==> src/rtl/apb_master.sv <==
// rtl/apb_master.sv - single-beat host command to APB requester with PREADY timeout
module apb_master #(
    parameter int ADDR_WIDTH     = 8,
    parameter int DATA_WIDTH     = 8,
    parameter int TIMEOUT_CYCLES = 16,
    parameter int TO_CNT_WIDTH   = 5
) (
    input  logic                  PCLK_i,
    input  logic                  PRESET_i,
    input  logic                  CMD_VALID_i,
    output logic                  CMD_READY_o,
    input  logic                  CMD_WRITE_i,
    input  logic [ADDR_WIDTH-1:0] CMD_ADDR_i,
    input  logic [DATA_WIDTH-1:0] CMD_WDATA_i,
    output logic                  RSP_VALID_o,
    output logic [DATA_WIDTH-1:0] RSP_RDATA_o,
    output logic                  RSP_ERR_o,
    output logic                  PSEL_o,
    output logic                  PENABLE_o,
    output logic [ADDR_WIDTH-1:0] PADDR_o,
    output logic                  PWRITE_o,
    output logic [DATA_WIDTH-1:0] PWDATA_o,
    input  logic [DATA_WIDTH-1:0] PRDATA_i,
    input  logic                  PREADY_i
);

    typedef enum logic [1:0] {
        IDLE   = 2'd0,
        SETUP  = 2'd1,
        ACCESS = 2'd2
    } state_t;

    localparam bit                      TO_EN   = (TIMEOUT_CYCLES != 0);
    localparam logic [TO_CNT_WIDTH-1:0] TO_LAST = TO_CNT_WIDTH'(TIMEOUT_CYCLES - 1);

    state_t                  state, state_nxt;
    logic [TO_CNT_WIDTH-1:0] to_cnt, to_cnt_nxt;
    logic                    psel_nxt, penable_nxt, pwrite_nxt;
    logic [ADDR_WIDTH-1:0]   paddr_nxt;
    logic [DATA_WIDTH-1:0]   pwdata_nxt, rsp_rdata_nxt;
    logic                    rsp_valid_nxt, rsp_err_nxt;
    logic                    accept, timed_out;

    assign CMD_READY_o = (state == IDLE) && !PRESET_i;
    assign accept      = CMD_VALID_i && CMD_READY_o;
    assign timed_out   = TO_EN && (to_cnt == TO_LAST);

    // State and all registered outputs; reset also aborts any transfer in flight.
    always_ff @(posedge PCLK_i) begin
        if (PRESET_i) begin
            state       <= IDLE;
            to_cnt      <= '0;
            PSEL_o      <= 1'b0;
            PENABLE_o   <= 1'b0;
            PADDR_o     <= '0;
            PWRITE_o    <= 1'b0;
            PWDATA_o    <= '0;
            RSP_VALID_o <= 1'b0;
            RSP_RDATA_o <= '0;
            RSP_ERR_o   <= 1'b0;
        end else begin
            state       <= state_nxt;
            to_cnt      <= to_cnt_nxt;
            PSEL_o      <= psel_nxt;
            PENABLE_o   <= penable_nxt;
            PADDR_o     <= paddr_nxt;
            PWRITE_o    <= pwrite_nxt;
            PWDATA_o    <= pwdata_nxt;
            RSP_VALID_o <= rsp_valid_nxt;
            RSP_RDATA_o <= rsp_rdata_nxt;
            RSP_ERR_o   <= rsp_err_nxt;
        end
    end

    always_comb begin
        state_nxt = state;
        case (state)
            IDLE:    if (accept) state_nxt = SETUP;
            SETUP:   state_nxt = ACCESS;
            ACCESS:  if (PREADY_i || timed_out) state_nxt = IDLE;
            default: state_nxt = IDLE;
        endcase
    end

    always_comb begin
        to_cnt_nxt    = to_cnt;
        psel_nxt      = PSEL_o;
        penable_nxt   = PENABLE_o;
        paddr_nxt     = PADDR_o;
        pwrite_nxt    = PWRITE_o;
        pwdata_nxt    = PWDATA_o;
        rsp_valid_nxt = 1'b0;
        rsp_rdata_nxt = RSP_RDATA_o;
        rsp_err_nxt   = RSP_ERR_o;
        case (state)
            IDLE: begin
                psel_nxt    = 1'b0;
                penable_nxt = 1'b0;
                if (accept) begin
                    psel_nxt   = 1'b1;
                    paddr_nxt  = CMD_ADDR_i;
                    pwrite_nxt = CMD_WRITE_i;
                    pwdata_nxt = CMD_WRITE_i ? CMD_WDATA_i : '0;
                end
            end
            SETUP: begin
                penable_nxt = 1'b1;
                to_cnt_nxt  = '0;
            end
            ACCESS: begin
                if (PREADY_i) begin
                    psel_nxt      = 1'b0;
                    penable_nxt   = 1'b0;
                    rsp_valid_nxt = 1'b1;
                    rsp_err_nxt   = 1'b0;
                    rsp_rdata_nxt = PWRITE_o ? '0 : PRDATA_i;
                end else if (timed_out) begin
                    psel_nxt      = 1'b0;
                    penable_nxt   = 1'b0;
                    rsp_valid_nxt = 1'b1;
                    rsp_err_nxt   = 1'b1;
                    rsp_rdata_nxt = '0;
                end else begin
                    to_cnt_nxt = to_cnt + 1'b1;
                end
            end
            default: begin
                psel_nxt    = 1'b0;
                penable_nxt = 1'b0;
            end
        endcase
    end

endmodule

==> config.mk <==
export PLATFORM = sky130hd
export DESIGN_NAME = apb_master
export DESIGN_NICKNAME = d
export VERILOG_FILES = /design/src/rtl/apb_master.sv
export SDC_FILE = /design/constraint.sdc
export NUM_CORES = 1
export LEC_CHECK = 0
export CELL_PAD_IN_SITES_DETAIL_PLACEMENT = 1
export CELL_PAD_IN_SITES_GLOBAL_PLACEMENT = 1
export CORE_ASPECT_RATIO = 0.6
export CORE_MARGIN = 5
export CORE_UTILIZATION = 29
export DETAILED_ROUTE_END_ITERATION = 8
export GPL_TIMING_DRIVEN = 0
export PLACE_DENSITY = 0.83
export SETUP_SLACK_MARGIN = 0.3
export SYNTH_ARGS = -nofsm -noshare
export SYNTH_HDL_FRONTEND = slang
export SYNTH_SLANG_ARGS = --single-unit
==> constraint.sdc <==
create_clock -name PCLK_i -period 2.3 [get_ports PCLK_i]
set_clock_uncertainty 0.1 [all_clocks]
set_input_delay 0.23 -clock PCLK_i [delete_from_list [all_inputs] [get_ports PCLK_i]]
set_output_delay 0.23 -clock PCLK_i [all_outputs]
set_load 0.01 [all_outputs]
## After elaboration in Yosys (flattened, before gate mapping)

Cells that the tools add are included.

- Bits in registers: 36
- Input bits: 29
- Output and inout port bits: 30
- Logic and storage cells: 53

- $add $sub $neg: 1
- Equality and inequality tests: 8
- Mux-type cells: 19
- Bitwise logic cells: 2
- Reductions and logical operators: 13

Operators by type and width:

| kind | number |
|---|---|
| 8-bit two-way mux | 4 |
| 5-bit two-way mux | 2 |
| 5-bit one-hot mux with 2 select lines | 1 |
| 2-bit != test, second input constant | 4 |
| 2-bit AND reduction | 4 |
| 1-bit two-way mux | 7 |
| 2-bit one-hot mux with 3 select lines | 1 |
| 5-bit by 1-bit adder with 5-bit output, second input constant | 1 |
| 5-bit by 4-bit equality test with 1-bit output, second input constant | 1 |
| 2-bit two-way mux | 2 |
| 2-bit nonzero test | 2 |
| 3-bit != test, second input constant | 1 |
| 1-bit one-hot mux with 3 select lines | 1 |
| 3-bit AND reduction | 1 |
| 2-bit by 1-bit equality test with 1-bit output, second input constant | 1 |
| 2-bit equality test, second input constant | 1 |
| 1-bit logical AND | 2 |
| 2-bit zero test | 1 |
| 1-bit NOT | 2 |
| 1-bit one-hot mux with 2 select lines | 1 |
| 2-bit OR reduction | 1 |
| 1-bit zero test | 1 |
| 1-bit logical OR | 1 |

## Logic depth before layout (Yosys ltp)

Gate-level depths: netlist (run 1).

- Depth after elaboration: 5
- Depth in mapped cells: 7
- Mapped depth without buffers: 6

## Worst setup path after synthesis (run 1)

OpenSTA, ideal clock, no wires.

- Path type: flip-flop to flip-flop
- Start: register to_cnt[0]
- End: register to_cnt[2]
- Setup time: 0.080 ns
- Arrival time: 1.921 ns
- Data required time: 2.120 ns
- Slack: 0.200 ns
- Stages on the path, launching flop included: 7
- Period minus slack after synthesis: 2.100 ns
- Cell sequence: dfxtp_1 > ha_1 > and3_1 > ha_1 > or4b_4 > or3_1 > a211oi_2

- Longest elaborated chain between the ends: 4
- Elaborated cells between the ends (all ways): 7

Ends and longest elaborated chain:

| item | RTL line | source |
|---|---|---|
| start, declared | 37 | `logic [TO_CNT_WIDTH-1:0] to_cnt, to_cnt_nxt;` |
| start signal, assigned | 63 | `to_cnt <= to_cnt_nxt;` |
| 5-bit by 1-bit adder with 5-bit output | 124 | `to_cnt_nxt = to_cnt + 1'b1;` |
| 5-bit two-way mux | 117 | `end else if (timed_out) begin` |
| 5-bit two-way mux | 111 | `if (PREADY_i) begin` |
| 5-bit one-hot mux with 2 select lines | 95 | `case (state)` |

Several ways; a longest one is shown, not always the timed one. The select of a mux whose other input is x is not followed.
A chain may end at the register's enable or synchronous reset.

## Final worst setup path (run 1)

- Start: register to_cnt[1]
- End: register to_cnt[2]

Same word-level chain as after synthesis.

==> flow_metrics.py, run 1 <==
metrics = {
    "die": {
        "fp.dieW_um": 98.1,
        "dieArea_mm2": 0.00616,
        "rows": 19,
        "die_h_um": 62.9,
        "ios": 59,
        "start_util": 0.297,
        "fp.coreArea_mm2": 0.00454,
    },
    "sta": {
        "slew-limit-headroom": 0.510,
        "post-route-period-util": 0.917,
        "max_freq_mhz": 474,
        "slew_violations": 0,
        "hold_viol": 0,
        "setup-tns-final_ps": 0,
        "worstMarginPinSlew_ps": 729,
        "min_period_ps": 2110,
        "rsz0062_at_grt": "yes",
        "layout_setup_ws_ps": 191,
        "finalSetupViolCount": 0,
    },
    "cts": {
        "holdBufCountCts": 0,
        "clock_tree.root_cell": "clkbuf_8",
        "numCtsBuffers": 5,
        "cts_max_level": 2,
        "cts_tree": "built",
        "clk_latency_ps": 280,
        "clkSinkCount": 36,
        "path_clk_slew_ps": 70,
        "clk_path_buf_depth": 2,
    },
    "placed_design": {
        "hpwl_um": 2970,
        "dpl.cell_count": 267,
        "dp_slack_ps": 166,
        "numPortBuffers": 57,
        "placed_area_mm2": 0.00202,
        "place_congestion": 0.712,
    },
    "routing": {
        "remaining_drc_errors": 0,
        "drt-total-wl_um": 3900,
        "num_vias": 1268,
        "drtAntennaViolNets": 0,
        "wire_per_inst_um": 14.1,
        "drtIter0Drc": 31,
        "drt-vias-per-instance": 4.59,
        "dr.pass1.iters": 4,
    },
    "setup_path": {
        "crit_type": "reg -> reg",
        "crit_buf_inv": 0,
        "critical_path_arrival_ps": 2220,
        "crit_required_ps": 2410,
        "end_kind": "flip-flop",
        "critical_path.cell_chain": "ha_2, and3_4, ha_4, or4b_4, or3_4, a211oi_2",
        "crit_slowest_cell": "or4b_4",
        "cp-start-kind": "flip-flop",
        "path_delay_family": "simple AND/OR/NAND/NOR gates",
        "cpPeakStageDelay_ps": 540,
        "rrSetupSlack_ps": 190,
        "path_max_fanout": 4,
    },
    "job": {
        "maxCapViolations": 0,
    },
    "logic_synthesis": {
        "synth_mux_area_frac": 0.00741,
        "synth_edf_count": 0,
        "synthCells": 147,
        "synth_area_leaders": "dfxtp_1 53%, a21oi_1 8.9%, nand2_1 8.1%",
        "synth_fa_ha_area_frac": 0.0185,
        "yosysSeqAreaShare": 0.534,
        "synth-seq-cells": 36,
        "netlist_area_mm2": 0.00135,
        "synth_top_area_cell": "dfxtp_1",
        "ys_types": 29,
        "synth_top_family_by_area": "simple AND/OR/NAND/NOR gates",
        "postSynth.asyncResetShare": 0,
        "synth-simple-area-share": 0.217,
        "synth_top_flop_cell": "dfxtp_1",
        "syn_avg_cell_area_um2": 9.18,
        "yosys_warnings": 0,
        "synth_compound_area_frac": 0.177,
        "synth_nets": 178,
        "synth_top_area_frac": 0.534,
        "synthXorXnorAreaFrac": 0,
    },
    "grt": {
        "grt_max_degree": 11,
        "grt_first_pass_wirelength_um": 6460,
        "grt_usage": 0.131,
        "antenna_found_initial": 0,
        "grt_pass1_vias": 1338,
        "gr-total-overflow": 0,
    },
    "finish": {
        "design_area_mm2": 0.00213,
        "area_growth_pct": 58.1,
        "seq_area_um2": 723,
        "layout_commonest_cell": "clkdlybuf4s50_1",
        "instances_no_fill": 276,
        "layout-drive-gt1-share": 0.113,
        "final_cell_mix": "56 x clkdlybuf4s50_1, 34 x dfxtp_1, 29 x nand2_1",
        "multi_input_area_um2": 596,
        "antenna_cells": 0,
        "final_nets": 243,
        "n_fill_cell": 514,
    },
    "run_status": {
        "status": "complete, no violations",
    },
    "hold_path": {
        "hp-class": "in -> reg",
    },
    "power": {
        "pwr_density_cell_mw_per_mm2": 600,
        "irDropWorstVdd_v": 0.000260,
        "total_power_uw": 1280,
        "leakage_uw": 0.000753,
    },
}
## cell type report
cell class,instances,area share
buffer,8,0.0234
clock buffer,8,0.0422
sequential,36,0.339
timing repair buffer,58,0.272
multi-input combinational,99,0.279
tap,63,0.0369
inverter,4,0.00762
## per-stage QoR
stage	util	hold WS, ps
after floorplan	-	227
final	0.470	246
after detailed placement	0.445	348
after CTS	0.468	237
after global placement	0.445	342
after global routing	0.470	245
## where the power goes
group / internal, uW / leakage (uW) / switching (uW) / total, uW
sequential: 643 / 0.000293 / 12.0 / 655
clock: 244 / 0.0000455 / 211 / 456
combinational: 96.5 / 0.000414 / 72.8 / 169
total: 984 / 0.000753 / 296 / 1280
## worst paths after layout
kind,start,end,cells after the start
worst min register to register,PADDR_o[4],PADDR_o[4],2
worst min-delay path,CMD_WRITE_i,PWRITE_o,3
worst max register to register,to_cnt[1],to_cnt[2],6
worst max-delay path,to_cnt[1],to_cnt[2],6
## logic make-up (layout without fill, tap and decap cells)
logic type                 after synthesis  count (layout)
AOI/OAI and AO/OA                       38              38
adders and majority gates                2               2
buffers and inverters                   12              78
DFF                                     36              36
muxes                                    1               1
and+or+nand+nor                         58              58
## synth_stat cells, drive strengths merged, types with 2 or more instances
master	count
nand2b	3
nor2b	2
nand2	29
or4b	2
a21oi	24
nand3	12
clkbuf	3
ha	2
a22o	8
inv	3
dfxtp	36
nor2	3
and3	2
buf	5
a211oi	3
## tightest hold or removal path: cells and delay by family
family	cells	cell delay, ps
buffers and inverters	1	180
AOI/OAI and AO/OA	1	50
and+or+nand+nor	1	110
## sequential cells by signal, indices dropped and copies added (netlist names)
signal	flops
PADDR_o	8
PWDATA_o	8
RSP_RDATA_o	8
to_cnt	5
state	2
PENABLE_o	1
PSEL_o	1
PWRITE_o	1
RSP_ERR_o	1
RSP_VALID_o	1
## timing repair
action	CTS	global route
gates cloned	0	0
endpoints found under the setup margin	11	4
resized for setup	2	5
pin swaps	1	0
buffers inserted	1	0
## layer usage
layer | vias up | track usage | share of wire
met1 | 589 | 0.174 | 0.49
met2 | 39 | 0.193 | 0.43
met4 | 0 | 0.0415 | 0.0049
li1 | 638 | - | -
met3 | 2 | 0.0546 | 0.076
met5 | - | 0 | 0
Note: power is estimated with default switching activity, not from simulation.
==> run 2, diff against run 1 <==
Settings changed: ABC_AREA set to 1, HOLD_SLACK_MARGIN set to 0.15, PLACE_DENSITY 0.83 to 0.84.
==> run 2 against run 1 <==
Net effect: clock power is 36% higher; global-route usage is 1.2 points higher; combinational power is 3% higher; maximum frequency is 11% higher; die area is 5.1% higher; synthesized area is 5.8% higher; sequential share of layout area is 1.2 points lower; count of clock-buffer cells in the layout is 1 lower; via count is 13% higher; non-clock buffer count is 3 lower; setup slack better by 220 ps; largest cell class unchanged; largest power group unchanged; highest routed layer unchanged.
==> flow_metrics.py, run 2 <==
metrics = {
    "job": {
        "maxCapViolations": 0,
    },
    "run_status": {
        "status": "complete, no violations",
    },
    "logic_synthesis": {
        "synth.most_common_cell": "nand2_1",
        "synth_nets": 224,
        "synthTopCellsByCount": "61 x nand2_1, 36 x dfxtp_1, 22 x a21oi_1",
        "synth-seq-cells": 36,
        "postSynth.asyncResetShare": 0,
        "synth_top_flop_cell": "dfxtp_1",
        "syn_avg_cell_area_um2": 7.40,
        "synth_top_area_cell": "dfxtp_1",
        "ys_types": 20,
        "yosysSeqAreaShare": 0.504,
        "synth_top_area_frac": 0.504,
        "synth_area_leaders": "dfxtp_1 50%, nand2_1 16%, a21oi_1 7.7%",
        "synth_edf_count": 0,
        "synthCells": 193,
        "netlist_area_mm2": 0.00143,
        "yosys_warnings": 0,
    },
    "grt": {
        "antenna_found_initial": 0,
        "grt_max_degree": 12,
        "grt_pass1_vias": 1493,
        "grt_usage": 0.143,
        "gr-total-overflow": 0,
        "grt_first_pass_wirelength_um": 7270,
    },
    "sta": {
        "max_freq_mhz": 528,
        "worstMarginPinSlew_ps": 573,
        "slew_violations": 0,
        "post-route-period-util": 0.823,
        "setup-tns-final_ps": 0,
        "hold_viol": 0,
        "finalSetupViolCount": 0,
        "slew-limit-headroom": 0.616,
        "min_period_ps": 1890,
        "rsz0062_at_grt": "yes",
    },
    "power": {
        "irDropWorstVdd_v": 0.000315,
        "pwr_density_cell_mw_per_mm2": 655,
        "leakage_uw": 0.000905,
    },
    "placed_design": {
        "numPortBuffers": 57,
        "place_congestion": 0.743,
        "hpwl_um": 3230,
    },
    "routing": {
        "num_vias": 1435,
        "drt-total-wl_um": 4270,
        "wire_per_inst_um": 13.3,
        "dr.pass1.iters": 4,
        "drt-vias-per-instance": 4.47,
        "drtIter0Drc": 55,
        "remaining_drc_errors": 0,
        "drtAntennaViolNets": 0,
    },
    "setup_path": {
        "crit_buf_inv": 2,
        "cpMostUsedCell": "clkdlybuf4s50_1",
        "path_max_fanout": 5,
        "end_kind": "primary output",
        "crit_type": "in -> out",
        "rrSetupSlack_ps": 500,
        "r2r-end": "RSP_RDATA_o[0]",
        "crit_slowest_cell": "clkdlybuf4s50_1",
        "timing.rr.start": "to_cnt[0]",
        "worstRegToRegCells": 10,
        "critical_path.cell_chain": "clkdlybuf4s50_1, nor3_1, clkdlybuf4s50_1",
        "worstSetupPathDepth": 3,
        "crit_required_ps": 1970,
        "critical_path_arrival_ps": 1560,
        "cpPeakStageDelay_ps": 580,
        "path_delay_family": "buffers and inverters",
        "cp-start-kind": "input pin",
    },
    "cts": {
        "path_clk_slew_ps": 80,
        "clk_latency_ps": 290,
        "numCtsBuffers": 5,
        "cts_tree": "built",
        "clkSinkCount": 36,
        "holdBufCountCts": 0,
        "cts_resized": 0,
        "clock_tree.root_cell": "clkbuf_8",
        "cts_max_level": 2,
        "cts_setup_buffers": 0,
        "clk_path_buf_depth": 2,
    },
    "finish": {
        "antenna_cells": 0,
        "reg.largest.list": "PADDR_o (8), PWDATA_o (8), RSP_RDATA_o (8)",
        "layout_commonest_cell": "nand2_1",
        "final_util": 0.474,
        "layout-drive-gt1-share": 0.0775,
        "final_cell_mix": "61 x nand2_1, 57 x clkdlybuf4s50_1, 36 x dfxtp_1",
        "area_growth_pct": 54.5,
        "n_fill_cell": 597,
        "final_nets": 288,
    },
    "die": {
        "rows": 19,
        "start_util": 0.307,
        "ios": 59,
        "dieArea_mm2": 0.00648,
        "fp.coreArea_mm2": 0.00466,
        "fp.dieW_um": 101,
        "die_h_um": 64.4,
    },
    "hold_path": {
        "holdPathEnd": "PWRITE_o",
        "hp-start": "CMD_WRITE_i",
        "whs_path_depth": 3,
        "hp-class": "in -> reg",
    },
}
[run 2: cell count changes after synthesis, moves of 3 or more]
cell	before	now
inv_1	3	18
inv_2	0	4
nand2b_1	3	0
a22o_1	8	0
nor2_1	3	13
nand3_1	12	20
nand2_1	29	61
[run 2: cell type report]
cell class,instances,area [um^2],area share
timing repair buffer,57,571,0.259
buffer,6,31.3,0.0142
multi-input combinational,129,597,0.270
tap,63,78.8,0.0357
clock buffer,7,96.3,0.0437
inverter,22,82.6,0.0374
sequential,36,721,0.327
clock inverter,1,30.0,0.0136
[run 2: cells by family after synthesis]
group / count (synthesis) / synth area share
flip-flops: 36 / 0.504
AO/OA/AOI/OAI: 26 / 0.0928
adder cells (fa/ha/maj): 2 / 0.0175
AND/OR/NAND/NOR: 101 / 0.306
buffers and inverters: 28 / 0.0797
[run 2: layer usage]
| metal | GRT usage | vias up | part of all wire |
|---|---|---|---|
| li1 | - | 732 | - |
| met1 | 0.179 | 659 | 0.47 |
| met2 | 0.215 | 39 | 0.44 |
| met3 | 0.0652 | 5 | 0.082 |
| met4 | 0.0555 | 0 | 0.0087 |
| met5 | 0 | - | 0 |
[run 2: where the power goes]
part	switching (uW)	leakage [uW]	internal, uW
clock	236	0.0000645	383
combinational	82.9	0.000549	91.1
sequential	12.1	0.000292	641
total	330	0.000905	1120
[run 2: worst max-delay path by stage]
stage                     startpoint              to
after global routing       to_cnt[0]  RSP_RDATA_o[0]
after CTS                   PRESET_i     CMD_READY_o
after global placement      PRESET_i     CMD_READY_o
after floorplan            to_cnt[0]       to_cnt[3]
after detailed placement    PRESET_i     CMD_READY_o
final                       PRESET_i     CMD_READY_o
[run 2: stage by stage]
stage	cell area [um^2]	instances	setup WS (ps)	power, uW	hold WS [ps]
after floorplan	1430	193	737	738	222
after global placement	2080	313	398	839	353
after detailed placement	2080	313	393	843	358
after CTS	2200	321	379	1460	309
after global routing	2210	321	299	1510	358
final	2210	321	408	1450	305
[run 2: tightest hold or removal path, delay by kind of cell]
kind / cells / cell delay, ps
buf+inv: 1 / 210
simple gates: 1 / 160
compound gates: 1 / 60
